--- config.mk ---
export PLATFORM = sky130hd
export DESIGN_NAME = wasm_call_ctrl
export DESIGN_NICKNAME = d
export VERILOG_FILES = /design/src/rtl/wasm_pkg.sv /design/src/rtl/wasm_call_ctrl.sv
export SDC_FILE = /design/constraint.sdc
export NUM_CORES = 1
export LEC_CHECK = 0
export BUFFER_PORTS_ARGS = -buffer_cell sky130_fd_sc_hd__buf_2
export CAP_MARGIN = 10
export CORE_ASPECT_RATIO = 0.75
export CORE_MARGIN = 2
export CORE_UTILIZATION = 25
export CTS_CLUSTER_SIZE = 12
export DETAILED_ROUTE_END_ITERATION = 16
export HOLD_SLACK_MARGIN = 0.05
export PLACE_DENSITY = 0.49
export SYNTH_ARGS = -nofsm -noshare
export SYNTH_HDL_FRONTEND = slang
export SYNTH_SLANG_ARGS = --single-unit
--- constraint.sdc ---
create_clock -name clk -period 4.3 [get_ports clk]
set_input_delay 0.645 -clock clk [delete_from_list [all_inputs] [get_ports clk]]
set_output_delay 0.645 -clock clk [all_outputs]
set_load 0.03 [all_outputs]
--- src/rtl/wasm_pkg.sv ---
// wasm_pkg: shared types for the WebAssembly call/return sequencer
package wasm_pkg;
  localparam int FRAME_AW = 16;
  typedef enum logic [2:0] {
    IDLE, CALL_PUSH, ZERO, RET_RD, RET_WR, RET_POP, FINISH, TRAP
  } call_state_t;
  typedef enum logic [2:0] {
    TRAP_NONE, TRAP_UNREACHABLE, TRAP_CALL_STACK_EXHAUSTED, TRAP_STACK_OVERFLOW
  } trap_t;
  typedef struct packed {
    logic [31:0]         return_pc;
    logic [FRAME_AW-1:0] locals_base;
  } frame_entry_t;
endpackage

--- src/rtl/wasm_call_ctrl.sv ---
// wasm_call_ctrl: call/return frame sequencer; WASM_CALL_STATS_EN adds max_depth output
module wasm_call_ctrl
  import wasm_pkg::*;
#(
  parameter int ADDR_W = 16,
  parameter int CNT_W  = 8
) (
  input  logic              clk,
  input  logic              rst_n,
  input  logic              call_req,
  input  logic [31:0]       call_target_pc,
  input  logic [31:0]       call_ret_pc,
  input  logic [CNT_W-1:0]  call_num_params,
  input  logic [CNT_W-1:0]  call_num_locals,
  input  logic              ret_req,
  input  logic [CNT_W-1:0]  ret_num_results,
  input  logic [ADDR_W-1:0] cur_sp,
  input  logic [ADDR_W-1:0] cur_locals_base,
  output logic              cs_push_en,
  output frame_entry_t      cs_push_data,
  output logic              cs_pop_en,
  input  frame_entry_t      cs_pop_data,
  input  logic              cs_full,
  input  logic              cs_empty,
  output logic [ADDR_W-1:0] os_addr,
  output logic              os_we,
  output logic [31:0]       os_wdata,
  input  logic [31:0]       os_rdata,
  output logic              pc_load,
  output logic [31:0]       new_pc,
  output logic [ADDR_W-1:0] new_sp,
  output logic [ADDR_W-1:0] new_locals_base,
  output logic              busy,
  output logic              done,
  output logic              halt,
  output trap_t             trap
`ifdef WASM_CALL_STATS_EN
  , output logic [7:0]      max_depth
`endif
);
  call_state_t state, nxt;
  logic [CNT_W-1:0] i, cnt_q, params_q;
  logic [31:0] tgt_q, ret_pc_q;
  logic [ADDR_W-1:0] sp_q, base_q;
  logic trap_done, last;
  assign last = i == cnt_q - CNT_W'(1);
  always_comb begin
    nxt = state;
    case (state)
      IDLE:      nxt = call_req ? (cs_full ? TRAP : CALL_PUSH) :
                       (ret_req && !cs_empty) ? (ret_num_results == '0 ? RET_POP : RET_RD) : IDLE;
      CALL_PUSH: nxt = cnt_q != '0 ? ZERO : FINISH;
      ZERO:      nxt = last ? FINISH : ZERO;
      RET_RD:    nxt = RET_WR;
      RET_WR:    nxt = last ? RET_POP : RET_RD;
      RET_POP:   nxt = FINISH;
      FINISH:    nxt = IDLE;
      TRAP:      nxt = TRAP;
      default:   nxt = IDLE;
    endcase
  end
  always_ff @(posedge clk or negedge rst_n)
    if (!rst_n) begin
      state <= IDLE;
      i <= '0;
      cnt_q <= '0;
      params_q <= '0;
      tgt_q <= '0;
      ret_pc_q <= '0;
      sp_q <= '0;
      base_q <= '0;
      new_pc <= '0;
      new_sp <= '0;
      new_locals_base <= '0;
      halt <= 1'b0;
      trap_done <= 1'b0;
    end else begin
      state <= nxt;
      halt <= state == IDLE && !call_req && ret_req && cs_empty;
      trap_done <= state == IDLE && call_req && cs_full;
      if (state == IDLE) begin
        i <= '0;
        sp_q <= cur_sp;
        base_q <= cur_locals_base;
        cnt_q <= call_req ? call_num_locals : ret_num_results;
        if (call_req) begin
          tgt_q <= call_target_pc;
          ret_pc_q <= call_ret_pc;
          params_q <= call_num_params;
        end
      end
      if (state == ZERO || state == RET_WR) i <= last ? '0 : i + CNT_W'(1);
      if (state == CALL_PUSH) begin
        new_pc <= tgt_q;
        new_locals_base <= sp_q - ADDR_W'(params_q);
        new_sp <= sp_q + ADDR_W'(cnt_q);
      end
      if (state == RET_POP) begin
        new_pc <= cs_pop_data.return_pc;
        new_locals_base <= ADDR_W'(cs_pop_data.locals_base);
        new_sp <= base_q + ADDR_W'(cnt_q);
      end
    end
  // Return copy reads the callee's top results and writes them at the callee base, ascending
  assign os_addr = state == ZERO   ? sp_q + ADDR_W'(i) :
                   state == RET_RD ? sp_q - ADDR_W'(cnt_q) + ADDR_W'(i) :
                   state == RET_WR ? base_q + ADDR_W'(i) : '0;
  assign os_we = state == ZERO || state == RET_WR;
  assign os_wdata = state == RET_WR ? os_rdata : '0;
  assign cs_push_en = state == CALL_PUSH;
  assign cs_push_data = '{return_pc: ret_pc_q, locals_base: FRAME_AW'(base_q)};
  assign cs_pop_en = state == RET_POP;
  assign pc_load = state == FINISH;
  assign done = state == FINISH || halt || trap_done;
  assign busy = state != IDLE;
  assign trap = state == TRAP ? TRAP_CALL_STACK_EXHAUSTED : TRAP_NONE;
`ifdef WASM_CALL_STATS_EN
  logic [15:0] depth;
  always_ff @(posedge clk or negedge rst_n)
    if (!rst_n) begin
      depth <= '0;
      max_depth <= '0;
    end else begin
      depth <= depth + 16'(cs_push_en) - 16'(cs_pop_en);
      if (cs_push_en && max_depth != 8'hff && depth + 16'd1 > 16'(max_depth)) max_depth <= max_depth + 8'd1;
    end
`endif
endmodule
==> impl_metrics.csv, run 1 <==
group,metric,value,unit
critical_path,critical_path.endpoint_type,"output pin",
detailed_routing,initialDrtViolationCount,630,
critical_path,arrival,3470,ps
global_route,globalRouteOverflowTotal,0,
power_and_ir_drop,powerDensity,255.5,nW/um2
clock_network,cts.hold.buffers_added,0,
global_route,grt_start_max_net_pins,95,
clock_network,ctsHtreeMaxLevel,4,
place,hpwl,32230,um
detailed_routing,drt-total-wl,41550,um
die,die_x,252.9,um
layout,final_cells,2186,
critical_path,critPathKind,"flop to output pin",
die,row_cnt,68,
status,run_status,"finished clean",
global_route,first_global_vias,10294,
yosys,syn_inst,1210,
layout,nNetsFinal,1855,
die,floorplan.die_area,48240,um2
sta,post-route-period-util,95.68,%
global_route,grt_antenna_before_repair,6,
sta,rsz0062_at_grt,"false",
sta,worst_clock_skew,10.62,ps
yosys,synth_flop_cell,"sky130_fd_sc_hd__dfrtp_1",
detailed_routing,post_drt_wl_per_cell,19.01,um
die,core_area,45940,um2
detailed_routing,vias_per_cell,4.755,
critical_path,crit_chain,"inv_1 -> fa_1 -> inv_1 -> ha_1 -> a21o_1 -> a221o_1 -> o41ai_2 -> xnor2_1 -> a221oi_2 -> a21oi_1 -> clkbuf_4",
critical_path,critPathMostFrequentCell,"sky130_fd_sc_hd__inv_1",
yosys,synth_seq_area_share,40.70,%
detailed_routing,routed-via-count,10395,
clock_network,clock_sinks,189,
layout,final.fill_count,4891,
sta,fmax,243.1,MHz
yosys,postSynth.asyncResetShare,100.0,%
min_path,hold_class,"input pin to async pin",
sta,setup_violations,0,
clock_network,ctsLongestPathBuffers,2,
clock_network,clk_transition_reported_paths,80,ps
die,io_pins,376,
critical_path,crit_path_top_delay_cell,"sky130_fd_sc_hd__fa_1",
yosys,synthesis.area,11620,um2
global_route,global_route_wire_length_before_repair,62490,um
yosys,synth-edff-count,0,
power_and_ir_drop,power.leakage,0.007756,uW
global_route,tot_gr_track_use,17.25,%
layout,drive_gt1_share,34.40,%
place,dpl.cell_count,2143,
flow_run,timing.max_cap.violations,0,
clock_network,cts_root_buffer_type,"sky130_fd_sc_hd__clkbuf_16",
yosys,postSynthRegisterBits,189,
sta,layout_min_cycle_time,4114,ps
sta,timing_hold_violations_final,0,
critical_path,critical_path.max_fanout,6,
sta,worstMarginPinSlew,956.4,ps
yosys,number_of_distinct_library_cells_after_synthesis,73,
detailed_routing,antenna_left,0,
critical_path,worstPathRequired,3650,ps
yosys,yosys_warnings,0,
die,chipHeight,190.7,um
detailed_routing,detail_route.first_pass.iterations,5,
clock_network,clock_insertion_delay_worst_skew,460,ps
sta,finalSetupTns,0,ps
place,gp_congestion,0.9104,
detailed_routing,drc,0,
power_and_ir_drop,irDropWorstVdd,0.2848,mV
critical_path,cp_slowest_stage_delay,540,ps
die,effective_utilization_at_floorplan,25.29,%
clock_network,cts_tree,"done",
yosys,synthesis.area_per_instance,9.603,um2
clock_network,tritoncts.num_buffers,17,
layout,area_growth,28.65,%
critical_path,setup.worst_path.start_class,"flop",
sta,relSlewSlack,35.89,%
sta,slew_violations,0,
place,place.port_buffers,373,
-- registers in the layout (all words and copies together), names as in the netlist --
signal / cells
new_pc: 32
ret_pc_q: 32
tgt_q: 32
base_q: 16
new_locals_base: 16
new_sp: 16
sp_q: 16
cnt_q: 8
i: 8
params_q: 8
state: 3
halt: 1
trap_done: 1
-- area by class of cell --
| class | instances | area (um2) | area share, % |
|---|---|---|---|
| multi-input combinational | 889 | 6434 | 43.04 |
| sequential | 189 | 4742 | 31.72 |
| timing repair buffer | 401 | 2128 | 14.24 |
| tap | 595 | 744.5 | 4.980 |
| clock buffer | 17 | 425.4 | 2.846 |
| inverter | 76 | 285.3 | 1.908 |
| clock inverter | 15 | 180.2 | 1.205 |
| antenna | 4 | 10.01 | 0.06696 |
-- path summary, 6_finish.rpt --
path / cells past startpoint / end / start / slack [ps]
setup / recovery: 11 / os_addr[12] / i[6] / 190
hold / removal: 1 / base_q[14] / rst_n / 260
setup reg to reg: 14 / new_sp[12] / state[2] / 910
hold reg to reg: 2 / new_sp[8] / new_sp[8] / 480
max in group asynchronous: 2 / new_pc[6] / rst_n / 3190
min in group clk: 3 / base_q[9] / cur_locals_base[9] / 360
-- cell families after synthesis --
kind of cell | Yosys count | synth area share (%)
other cells | 1 | 0.03227
fa+ha+maj | 75 | 8.851
flops | 189 | 40.70
buf+inv | 133 | 4.576
compound gates | 272 | 14.41
simple gates | 336 | 13.74
mux | 134 | 12.42
xor+xnor | 70 | 5.276
-- synthesized netlist by cell type (12+ instances only) --
cell type,number,share of area [%]
sky130_fd_sc_hd__fa_1,12,2.1
sky130_fd_sc_hd__dfrtp_1,189,41
sky130_fd_sc_hd__nand3_1,14,0.60
sky130_fd_sc_hd__xnor2_1,43,3.2
sky130_fd_sc_hd__mux2_2,72,7.0
sky130_fd_sc_hd__o21a_1,12,0.78
sky130_fd_sc_hd__and3_1,34,1.8
sky130_fd_sc_hd__nand2_1,164,5.3
sky130_fd_sc_hd__mux2i_1,55,4.7
sky130_fd_sc_hd__clkbuf_1,36,1.2
sky130_fd_sc_hd__inv_1,72,2.3
sky130_fd_sc_hd__a21oi_1,53,2.3
sky130_fd_sc_hd__nor3_1,16,0.69
sky130_fd_sc_hd__ha_1,63,6.8
sky130_fd_sc_hd__buf_2,14,0.60
sky130_fd_sc_hd__nor2_1,53,1.7
sky130_fd_sc_hd__o21ai_0,115,5.0
sky130_fd_sc_hd__xor2_1,27,2.0
-- where the power goes --
| group | switching, uW | internal (uW) |
|---|---|---|
| Sequential | 16.7 | 1810 |
| Combinational | 161 | 134 |
| Clock | 818 | 880 |
-- through the flow --
stage / util (%) / setup slack (ps) / hold slack, ps / instance area, um2 / total power, uW
after CTS: 32.28 / 62.63 / 293.1 / 14830 / 3896
after global routing: 32.53 / 15.13 / 319.9 / 14950 / 3992
after floorplan: - / 515.9 / 349.4 / 11620 / 1979
final: 32.54 / 185.8 / 260.2 / 14950 / 3820
after global placement: 30.96 / 524.9 / 458.3 / 14230 / 2159
after detailed placement: 30.96 / 496.1 / 465.6 / 14230 / 2164
-- layer usage --
| layer | vias to the layer above | wire length [um] | GRT usage (%) |
|---|---|---|---|
| met4 | 4 | 515 | 4.256 |
| met2 | 388 | 19010 | 27.44 |
| met5 | - | 20 | 0 |
| met3 | 36 | 2928 | 4.655 |
| li1 | 4976 | - | - |
| met1 | 4991 | 19070 | 23.17 |
-- timing repair --
item,4_1_cts,5_1_grt
buffers inserted,0,7
resized for setup,2,17
pin swaps,1,1
endpoints found under the setup margin,3,8
gates cloned,0,0
-- cell usage in the layout, fill, tap and decap left out, types with 10 or more instances in the layout --
master and count:
sky130_fd_sc_hd__a211oi_1 10, sky130_fd_sc_hd__a21oi_1 50, sky130_fd_sc_hd__and3_1 34, sky130_fd_sc_hd__buf_2 370
sky130_fd_sc_hd__buf_4 25, sky130_fd_sc_hd__clkbuf_16 17, sky130_fd_sc_hd__dfrtp_1 181, sky130_fd_sc_hd__fa_1 11
sky130_fd_sc_hd__ha_1 63, sky130_fd_sc_hd__inv_1 71, sky130_fd_sc_hd__mux2_2 72, sky130_fd_sc_hd__mux2i_1 55
sky130_fd_sc_hd__nand2_1 164, sky130_fd_sc_hd__nand2b_1 10, sky130_fd_sc_hd__nand3_1 14, sky130_fd_sc_hd__nor2_1 52
sky130_fd_sc_hd__nor3_1 15, sky130_fd_sc_hd__o21a_1 12, sky130_fd_sc_hd__o21ai_0 115, sky130_fd_sc_hd__xnor2_1 43
sky130_fd_sc_hd__xor2_1 27
-- worst max-delay path, delay by kind of cell (launching register included) --
family	cells	cell delay [ps]
AO/OA/AOI/OAI	5	1260
XOR/XNOR	1	130
adder cells (fa/ha/maj)	2	770
buffers and inverters	3	350
flip-flops	1	490
No activity file was read; power rests on OpenSTA's default activity.
==> run 2, diff against run 1 <==
--- a/config.mk
+++ b/config.mk
@@ -9,11 +9,11 @@
 export CAP_MARGIN = 10
 export CORE_ASPECT_RATIO = 0.75
 export CORE_MARGIN = 2
-export CORE_UTILIZATION = 25
+export CORE_UTILIZATION = 47
 export CTS_CLUSTER_SIZE = 12
 export DETAILED_ROUTE_END_ITERATION = 16
 export HOLD_SLACK_MARGIN = 0.05
-export PLACE_DENSITY = 0.49
+export PLACE_DENSITY = 0.79
 export SYNTH_ARGS = -nofsm -noshare
 export SYNTH_HDL_FRONTEND = slang
 export SYNTH_SLANG_ARGS = --single-unit
==> run 2 against run 1 <==
- hold slack worse by 80 ps
- design area is 3.0% lower
- clock power is 5% lower
- die area is 46% lower
- sequential power hardly changed
- global-route usage is 11 points higher
- non-clock buffer count is 7 lower
- worst setup slack worse by 120 ps
- fmax is 2.8% lower
- wire length is 9.7% lower
- first-iteration DRC count is 6.5% higher
- power is 2.4% lower
- largest cell class unchanged
==> impl_metrics.csv, run 2 (synthesis results as in run 1) <==
group,metric,value,unit
critical_path,critPathKind,"flop to output pin",
critical_path,critical_path.endpoint_type,"output pin",
global_route,grt_start_max_net_pins,90,
critical_path,setup.worst_path.start_class,"flop",
detailed_routing,routed-via-count,10515,
clock_network,clock_sinks,189,
sta,timing_hold_violations_final,0,
layout,final_cells,1913,
sta,layout_min_cycle_time,4233,ps
global_route,global_route_wire_length_before_repair,56600,um
critical_path,worst_setup_path_endpoint,"os_addr[9]",
place,placed_area,13860,um2
die,chipHeight,140.2,um
global_route,tot_gr_track_use,28.53,%
place,gp_congestion,0.9582,
critical_path,regToRegStartpoint,"state[2]",
die,row_cnt,49,
layout,finish.utilization,60.05,%
critical_path,startpoint,"i[3]",
layout,drive_gt1_share,33.67,%
critical_path,worstPathRequired,3650,ps
clock_network,clk_transition_reported_paths,80,ps
clock_network,cts_root_buffer_type,"sky130_fd_sc_hd__clkbuf_16",
place,dpl_worst_slack,477.9,ps
status,run_status,"finished clean",
critical_path,critical_path.max_fanout,6,
layout,nNetsFinal,1848,
detailed_routing,drc,0,
power_and_ir_drop,share_seq_of_total_power,49.0,%
power_and_ir_drop,switching_pwr,995.1,uW
layout,final.fill_count,2123,
sta,worst_clock_skew,13.91,ps
critical_path,arrival,3590,ps
layout,area_growth,24.83,%
die,die_x,185.6,um
global_route,grt_antenna_before_repair,2,
die,core_area,24160,um2
detailed_routing,drt-total-wl,37530,um
sta,fmax,236.2,MHz
power_and_ir_drop,netSwitchingFraction,26.69,%
power_and_ir_drop,cellInternalPower,2733,uW
layout,final_design_area_no_fill,14510,um2
detailed_routing,antenna_left,0,
clock_network,ctsHtreeMaxLevel,4,
global_route,globalRouteOverflowTotal,0,
sta,relSlewSlack,31.00,%
layout,layout.cells.most_common_list,"369 x sky130_fd_sc_hd__buf_2, 184 x sky130_fd_sc_hd__dfrtp_1, 164 x sky130_fd_sc_hd__nand2_1, 114 x sky130_fd_sc_hd__o21ai_0, 72 x sky130_fd_sc_hd__mux2_2",
sta,post-route-period-util,98.44,%
critical_path,critical_path.reg2reg.endpoint,"new_sp[14]",
die,effective_utilization_at_floorplan,48.10,%
detailed_routing,initialDrtViolationCount,671,
clock_network,clock_insertion_delay_worst_skew,440,ps
place,dpl.cell_count,1877,
detailed_routing,post_drt_wl_per_cell,19.62,um
power_and_ir_drop,power.leakage,0.007718,uW
critical_path,r2r.worst_path.cells,15,
detailed_routing,detail_route.first_pass.iterations,5,
power_and_ir_drop,powerDensity,257.0,nW/um2
clock_network,cts.hold.buffers_added,0,
min_path,hold_class,"input pin to async pin",
die,io_pins,376,
sta,slew_violations,0,
clock_network,tritoncts.num_buffers,17,
detailed_routing,vias_per_cell,5.497,
clock_network,cts_tree,"done",
sta,rsz0062_at_grt,"true",
sta,setup_ws,67.04,ps
layout,reg.largest.list,"new_pc: 32 flops, ret_pc_q: 32 flops, tgt_q: 32 flops",
place,hpwl,29040,um
power_and_ir_drop,clockPowerShare,43.1,%
layout,mostFrequentLayoutCell,"sky130_fd_sc_hd__buf_2",
global_route,first_global_vias,10120,
die,floorplan.die_area,26010,um2
sta,worstMarginPinSlew,1029,ps
power_and_ir_drop,combinationalPowerShare,7.9,%
power_and_ir_drop,irDropWorstVdd,0.2803,mV
sta,setup_violations,0,
clock_network,ctsLongestPathBuffers,2,
place,place.port_buffers,373,
flow_run,timing.max_cap.violations,0,
critical_path,reg2reg_setup_slack,750,ps
## run 2: changes by cell type in the layout (fill, tap and decap cells not counted), sizes merged
cell      before  now
clkinv         4    5
clkinvlp       3    0
diode          4    2
inv           82   86
bufinv         2    0
clkbuf        20   19
buf          398  392
## run 2: per-layer routing
metal	track usage [%]	vias up	routed length [um]
li1	-	4933	-
met1	38.77	5083	16170
met2	45.29	441	17450
met3	6.006	58	2936
met4	9.946	0	970
met5	0	-	0
## run 2: worst min-delay path by stage
stage,startpoint,endpoint
4_1_cts,rst_n,cnt_q[5]
3_5_place_dp,new_pc[10],new_pc[10]
3_3_place_gp,new_locals_base[2],new_locals_base[2]
5_1_grt,rst_n,i[1]
2_1_floorplan,rst_n,base_q[0]
6_report,rst_n,cnt_q[5]
## run 2: through the flow
step                TNS (ps)  power, uW  hold WS, ps
floorplan                  0       1979        349.4
global placement           0       2148        459.0
detailed placement         0       2157        465.5
CTS                        0       3763        222.0
global route          -53.58       3864        220.4
finish                     0       3728        180.1
## run 2: critical path: stages, from the launching register on
cell and delay [ps]:
sky130_fd_sc_hd__dfrtp_1 470, sky130_fd_sc_hd__inv_1 120, sky130_fd_sc_hd__fa_1 540, sky130_fd_sc_hd__inv_1 40
sky130_fd_sc_hd__ha_1 340, sky130_fd_sc_hd__nand2_1 110, sky130_fd_sc_hd__nor3b_1 270, sky130_fd_sc_hd__a311oi_1 90
sky130_fd_sc_hd__buf_4 170, sky130_fd_sc_hd__o21a_1 220, sky130_fd_sc_hd__o21ai_2 220, sky130_fd_sc_hd__xnor2_2 110
sky130_fd_sc_hd__o221ai_1 190, sky130_fd_sc_hd__clkbuf_4 240
## run 2: power groups by stage
| stage | sequential, uW | clock, uW | combinational, uW |
|---|---|---|---|
| after floorplan | 1890 | 0 | 87.2 |
| after global placement | 1860 | 0 | 287 |
| after detailed placement | 1860 | 0 | 294 |
| after CTS | 1830 | 1640 | 295 |
| after global routing | 1830 | 1710 | 321 |
| final | 1830 | 1610 | 293 |
## run 2: layout make-up
class / count / area (um2) / share of cell area (%)
Multi-Input combinational cell: 889 / 6415 / 44.22
Sequential cell: 189 / 4738 / 32.67
Timing Repair Buffer: 394 / 2053 / 14.16
Clock buffer: 17 / 425.4 / 2.933
Tap cell: 331 / 414.1 / 2.855
Inverter: 76 / 285.3 / 1.967
Clock inverter: 15 / 168.9 / 1.164
Antenna cell: 2 / 5.005 / 0.03450
## run 2: repair_timing
item / 4_1_cts / 5_1_grt
gates resized for setup: 2 / 14
setup buffers: 0 / 2
setup endpoints to repair: 3 / 6
pin swaps: 1 / 1
